`config.mk`:
```
export PLATFORM = sky130hd
export DESIGN_NAME = regfile_op_sequencer
export DESIGN_NICKNAME = d
export VERILOG_FILES = /design/src/rtl/regfile_op_sequencer_pkg.sv /design/src/rtl/regfile_op_sequencer_xnor1.sv /design/src/rtl/regfile_op_sequencer.sv
export SDC_FILE = /design/constraint.sdc
export NUM_CORES = 1
export LEC_CHECK = 0
export CAP_MARGIN = 40
export CORE_ASPECT_RATIO = 1.2
export CORE_MARGIN = 10
export CORE_UTILIZATION = 39
export CTS_BUF_LIST = sky130_fd_sc_hd__clkbuf_4 sky130_fd_sc_hd__clkbuf_8
export DETAILED_ROUTE_END_ITERATION = 10
export GPL_TIMING_DRIVEN = 1
export PLACE_DENSITY = 0.69
export SYNTH_ARGS = -nofsm -noshare
export SYNTH_HDL_FRONTEND = slang
export SYNTH_SLANG_ARGS = --single-unit
```
`constraint.sdc`:
```
create_clock -name clk -period 2.2 [get_ports clk]
set_clock_uncertainty 0.1 [all_clocks]
set_input_delay 0.22 -clock clk [delete_from_list [all_inputs] [get_ports clk]]
set_output_delay 0.22 -clock clk [all_outputs]
set_load 0.02 [all_outputs]
```
`src/rtl/regfile_op_sequencer_pkg.sv`:
```
// Shared definitions for the regfile op sequencer: op encodings, FSM state
// encodings and default widths.
package regfile_op_sequencer_pkg;

    localparam int ADDR_W_DEF = 4;
    localparam int DATA_W_DEF = 4;

    // Command op encodings (cmd_op)
    localparam logic [1:0] OP_WRITE = 2'b00;
    localparam logic [1:0] OP_READ  = 2'b01;
    localparam logic [1:0] OP_XNOR  = 2'b10;
    localparam logic [1:0] OP_MOVE  = 2'b11;

    // FSM state encodings
    localparam logic [1:0] ST_IDLE = 2'b00;
    localparam logic [1:0] ST_RD   = 2'b01;
    localparam logic [1:0] ST_WR   = 2'b10;
    localparam logic [1:0] ST_RSP  = 2'b11;

    // Every op except WRITE needs a regfile read cycle before anything else
    function automatic logic op_needs_read(input logic [1:0] op);
        return (op != OP_WRITE);
    endfunction

endpackage

```
`src/rtl/regfile_op_sequencer_xnor1.sv`:
```
// Single-bit XNOR cell; replicated per data bit to form the XNOR operand.
module xnor1 (
    input  logic a,
    input  logic b,
    output logic y
);

    // y is 1 when both inputs agree
    assign y = ~(a ^ b);

endmodule

```
`src/rtl/regfile_op_sequencer.sv`:
```
// Command sequencer for a 16x4 dual-read regfile. Accepts one op per
// handshake, runs the regfile through a read and/or write cycle and returns
// the result on a response channel.
//
// Handshakes: a command transfers on a rising edge where cmd_valid & cmd_ready
// are both high; a response transfers on a rising edge where rsp_valid &
// rsp_ready are both high. rsp_valid and rsp_* stay stable until that edge,
// and cmd_ready is high only in IDLE, so one op is in flight at a time.
module regfile_op_sequencer
    import regfile_op_sequencer_pkg::*;
#(
    parameter int ADDR_W = ADDR_W_DEF,
    parameter int DATA_W = DATA_W_DEF
) (
    input  logic              clk,
    input  logic              reset,
    input  logic              cmd_valid,
    output logic              cmd_ready,
    input  logic [1:0]        cmd_op,
    input  logic [ADDR_W-1:0] cmd_src_a,
    input  logic [ADDR_W-1:0] cmd_src_b,
    input  logic [ADDR_W-1:0] cmd_dst,
    input  logic [DATA_W-1:0] cmd_data,
    output logic              rsp_valid,
    input  logic              rsp_ready,
    output logic [DATA_W-1:0] rsp_a,
    output logic [DATA_W-1:0] rsp_b,
    output logic [ADDR_W-1:0] rf_rd_addr1,
    output logic              rf_rd_en1,
    output logic [ADDR_W-1:0] rf_rd_addr2,
    output logic              rf_rd_en2,
    output logic [ADDR_W-1:0] rf_wr_addr,
    output logic              rf_wr_en,
    output logic [DATA_W-1:0] rf_wr_data,
    input  logic [DATA_W-1:0] rf_dout1,
    input  logic [DATA_W-1:0] rf_dout2,
    output logic [1:0]        dbg_state
);

    logic [1:0]        state_q, state_d;
    logic [1:0]        op_q, op_d;
    logic [ADDR_W-1:0] src_a_q, src_a_d;
    logic [ADDR_W-1:0] src_b_q, src_b_d;
    logic [ADDR_W-1:0] dst_q, dst_d;
    logic [DATA_W-1:0] data_q, data_d;
    logic [DATA_W-1:0] opa_q, opa_d;
    logic [DATA_W-1:0] opb_q, opb_d;
    logic              rsp_valid_q, rsp_valid_d;
    logic [DATA_W-1:0] rsp_a_q, rsp_a_d;
    logic [DATA_W-1:0] rsp_b_q, rsp_b_d;

    logic [DATA_W-1:0] xnor_res;
    logic [DATA_W-1:0] wr_value;
    logic              in_rd;
    logic              in_wr;

    // Bitwise XNOR of the captured operands
    for (genvar i = 0; i < DATA_W; i++) begin : g_xnor
        xnor1 u_xnor1 (
            .a(opa_q[i]),
            .b(opb_q[i]),
            .y(xnor_res[i])
        );
    end

    // Select the value written in WR; depends only on registered fields
    always_comb begin
        wr_value = opa_q;
        case (op_q)
            OP_WRITE: wr_value = data_q;
            OP_XNOR:  wr_value = xnor_res;
            default:  wr_value = opa_q;
        endcase
    end

    // Decode regfile ports from state; everything is zero while reset is high
    always_comb begin
        in_rd       = (state_q == ST_RD) && !reset;
        in_wr       = (state_q == ST_WR) && !reset;
        rf_rd_en1   = in_rd;
        rf_rd_en2   = in_rd;
        rf_rd_addr1 = in_rd ? src_a_q : '0;
        rf_rd_addr2 = in_rd ? src_b_q : '0;
        rf_wr_en    = in_wr;
        rf_wr_addr  = in_wr ? dst_q : '0;
        rf_wr_data  = in_wr ? wr_value : '0;
    end

    // Next-state, field capture and response generation
    always_comb begin
        state_d     = state_q;
        op_d        = op_q;
        src_a_d     = src_a_q;
        src_b_d     = src_b_q;
        dst_d       = dst_q;
        data_d      = data_q;
        opa_d       = opa_q;
        opb_d       = opb_q;
        rsp_valid_d = rsp_valid_q;
        rsp_a_d     = rsp_a_q;
        rsp_b_d     = rsp_b_q;
        case (state_q)
            ST_IDLE: begin
                if (cmd_valid) begin
                    op_d    = cmd_op;
                    src_a_d = cmd_src_a;
                    src_b_d = cmd_src_b;
                    dst_d   = cmd_dst;
                    data_d  = cmd_data;
                    state_d = op_needs_read(cmd_op) ? ST_RD : ST_WR;
                end
            end
            ST_RD: begin
                // Operands are captured here, so a src==dst op sees the old value
                opa_d = rf_dout1;
                opb_d = rf_dout2;
                if (op_q == OP_READ) begin
                    state_d     = ST_RSP;
                    rsp_valid_d = 1'b1;
                    rsp_a_d     = rf_dout1;
                    rsp_b_d     = rf_dout2;
                end else begin
                    state_d = ST_WR;
                end
            end
            ST_WR: begin
                state_d     = ST_RSP;
                rsp_valid_d = 1'b1;
                rsp_a_d     = wr_value;
                rsp_b_d     = '0;
            end
            ST_RSP: begin
                if (rsp_ready) begin
                    state_d     = ST_IDLE;
                    rsp_valid_d = 1'b0;
                end
            end
            default: state_d = ST_IDLE;
        endcase
    end

    // State and field registers with synchronous reset
    always_ff @(posedge clk) begin
        if (reset) begin
            state_q     <= ST_IDLE;
            op_q        <= OP_WRITE;
            src_a_q     <= '0;
            src_b_q     <= '0;
            dst_q       <= '0;
            data_q      <= '0;
            opa_q       <= '0;
            opb_q       <= '0;
            rsp_valid_q <= 1'b0;
            rsp_a_q     <= '0;
            rsp_b_q     <= '0;
        end else begin
            state_q     <= state_d;
            op_q        <= op_d;
            src_a_q     <= src_a_d;
            src_b_q     <= src_b_d;
            dst_q       <= dst_d;
            data_q      <= data_d;
            opa_q       <= opa_d;
            opb_q       <= opb_d;
            rsp_valid_q <= rsp_valid_d;
            rsp_a_q     <= rsp_a_d;
            rsp_b_q     <= rsp_b_d;
        end
    end

    assign cmd_ready = (state_q == ST_IDLE);
    assign rsp_valid = rsp_valid_q;
    assign rsp_a     = rsp_a_q;
    assign rsp_b     = rsp_b_q;
    assign dbg_state = state_q;

endmodule
```
==> impl_metrics.yaml <==
status:
  status: "finished, final reports clean"
global_routing:
  grt_usage: 0.122
  grt_overflow: 0
  grt_max_degree: 26
  grt_pass1_vias: 1546
  antenna_found_initial: 0
  grt_pass1_wl_um: 7360
critical_path:
  cp-start-kind: "flop"
  cp_max_fo: 10
  worstSetupEndpointType: "primary output"
  critPathKind: "reg -> out"
  cp_data_required_time_ns: 1.88
  arrival_ns: 1.78
yosys:
  ys_seq_elements: 37
  avgSynthCellArea_um2: 8.16
  ys.flop_type: "dfxtp_1"
  synth_edf_count: 0
  synth_seq_area_share: 0.422
  synthesis.nets: 250
  async_flop_share: 0
  syn_area_mm2: 0.00176
  synth.distinct_cells: 33
  synth_cells: 215
  yosysWarningCount: 0
floorplan:
  die_y_um: 93.5
  core_area_mm2: 0.00429
  io_pins: 61
  die_x_um: 81.2
  num_rows: 26
  start_util: 0.409
  die_area_mm2: 0.00760
timing:
  maxSlewHeadroom: 0.760
  fin_ws_ns: 0.0993
  worstMarginPinSlew_ns: 0.356
  finalHoldViolCount: 0
  rsz0062_at_grt: "no"
  clock.fmax_mhz: 476
  setup-violations-final: 0
  fin_crit_sh: 0.955
  slew_viol_final: 0
  finalCriticalPeriod_ns: 2.10
  setup_tns_ns: 0
cells_and_area:
  final_cell_mix: "44 x clkdlybuf4s50_1, 43 x nand2_1, 35 x dfxtp_1, 20 x a21oi_1, 19 x nor2_1"
  drive_gt1_frac: 0.0827
  fin_nets: 313
  final_cells: 334
  area_growth_pct: 42.3
  stdcell_area_mm2: 0.00250
  mostFrequentLayoutCell: "clkdlybuf4s50_1"
  diodes: 0
power:
  p_leak_nw: 1.08
  p_per_area_mw_per_mm2: 846
  power_w: 0.00211
  ir_worst_vdd_v: 0.000544
placed_design:
  port_buffers: 60
  dp.cells: 327
  place_ws_ns: 0.116
  gp_congestion: 0.836
  dp_hpwl_um: 3530
  placed_area_mm2: 0.00241
routing:
  vias_per_cell: 4.82
  vias: 1610
  drcViolationCount: 0
  ant_nets: 0
  first_pass_iters: 4
  drtIter0Drc: 69
  wl_per_cell_um: 13.7
  wl_um: 4570
clock_tree:
  clk_path_buf_depth: 2
  cts_root_buf: "clkbuf_8"
  cts_tree: "built"
  cts_buffers: 5
  htreeDepth: 2
  cts_sinks: 37
  cts.reportedPaths.clkPinSlew_ns: 0.07
  hold_buffers: 0
  clkLatencyLatePin_ns: 0.29
worst_hold_path:
  hold_class: "reg -> reg"
flow_run:
  drv_cap: 0
-- timing repair --
| action | 4_1_cts | 5_1_grt |
|---|---|---|
| gates resized for setup | 17 | 2 |
| buffers inserted | 0 | 0 |
| hold endpoints to repair | 0 | 0 |
| endpoints found under the setup margin | 16 | 1 |
-- metrics by stage --
stage                     hold slack (ns)  utilization
final                               0.350        0.582
after global routing                0.369        0.582
after CTS                           0.352        0.580
after detailed placement            0.343        0.562
after global placement              0.338        0.562
after floorplan                     0.253            -
-- per-layer routing --
metal  track usage  vias to the layer above  wire length, µm  share of wire
met5             0                        -                0              0
met4        0.0434                        0               65          0.014
met3        0.0412                        5              337          0.074
met2         0.202                       41             2210           0.48
met1         0.143                      716             1960           0.43
li1              -                      848                -              -
-- flip-flops by register name (all words and copies together), names as in the netlist --
signal and count:
data_q 4, dst_q 4, opa_q 4, opb_q 4
rsp_a 4, rsp_b 4, src_a_q 4, src_b_q 4
dbg_state 2, op_q 2, rsp_valid 1
-- cell type report --
type | count | area (µm²)
Fill cell | 431 | 1800
Multi-Input combinational cell | 154 | 897
Sequential cell | 37 | 743
Timing Repair Buffer | 70 | 659
Clock buffer | 7 | 90.1
Tap cell | 56 | 70.1
Inverter | 10 | 37.5
-- cells in the mapped netlist (3+ instances only) --
| library cell | number | share of area |
|---|---|---|
| a31oi_1 | 4 | 0.014 |
| a21oi_1 | 20 | 0.057 |
| buf_4 | 4 | 0.017 |
| ha_1 | 5 | 0.036 |
| inv_1 | 10 | 0.021 |
| nor2b_1 | 6 | 0.021 |
| mux2i_1 | 9 | 0.051 |
| dfxtp_1 | 37 | 0.42 |
| and3_1 | 5 | 0.018 |
| clkbuf_1 | 5 | 0.011 |
| buf_2 | 3 | 0.0086 |
| nand2_1 | 43 | 0.092 |
| a311oi_1 | 3 | 0.015 |
| nor3_1 | 3 | 0.0086 |
| and2_1 | 9 | 0.032 |
| o22a_1 | 4 | 0.020 |
| nor2_1 | 19 | 0.041 |
| a22oi_1 | 4 | 0.017 |
-- cell families (layout without fill, tap and decap cells) --
| family | count (synthesis) | after routing | share of synthesized area |
|---|---|---|---|
| AND/OR/NAND/NOR | 94 | 94 | 0.251 |
| AO/OA/AOI/OAI | 46 | 46 | 0.170 |
| flip-flops | 37 | 37 | 0.422 |
| buffers and inverters | 24 | 87 | 0.0706 |
| multiplexers | 9 | 9 | 0.0513 |
| adder cells (fa/ha/maj) | 5 | 5 | 0.0356 |
-- worst paths after layout --
kind / from / end / slack, ns / cells after the start
worst min register to register: src_a_q[3] / src_a_q[3] / 0.35 / 2
worst max register to register: dbg_state[1] / rsp_a[2] / 0.38 / 7
worst max-delay path: dbg_state[1] / rf_rd_en2 / 0.1 / 5
worst min-delay path: src_a_q[3] / src_a_q[3] / 0.35 / 2
-- report_power, final --
group / switching (W) / internal (W) / total (W)
logic: 0.000408 / 0.000368 / 0.000775
clock network: 0.000226 / 0.000261 / 0.000487
registers: 0.0000737 / 0.000776 / 0.000849
-- worst max-delay path, cell delays in order (launching register included) --
cell             delay (ns)
dfxtp_1                0.31
inv_1                  0.10
ha_1                   0.17
nor2b_1                0.13
buf_4                  0.15
clkdlybuf4s50_1        0.62
No activity file was read; power rests on OpenSTA's default activity.
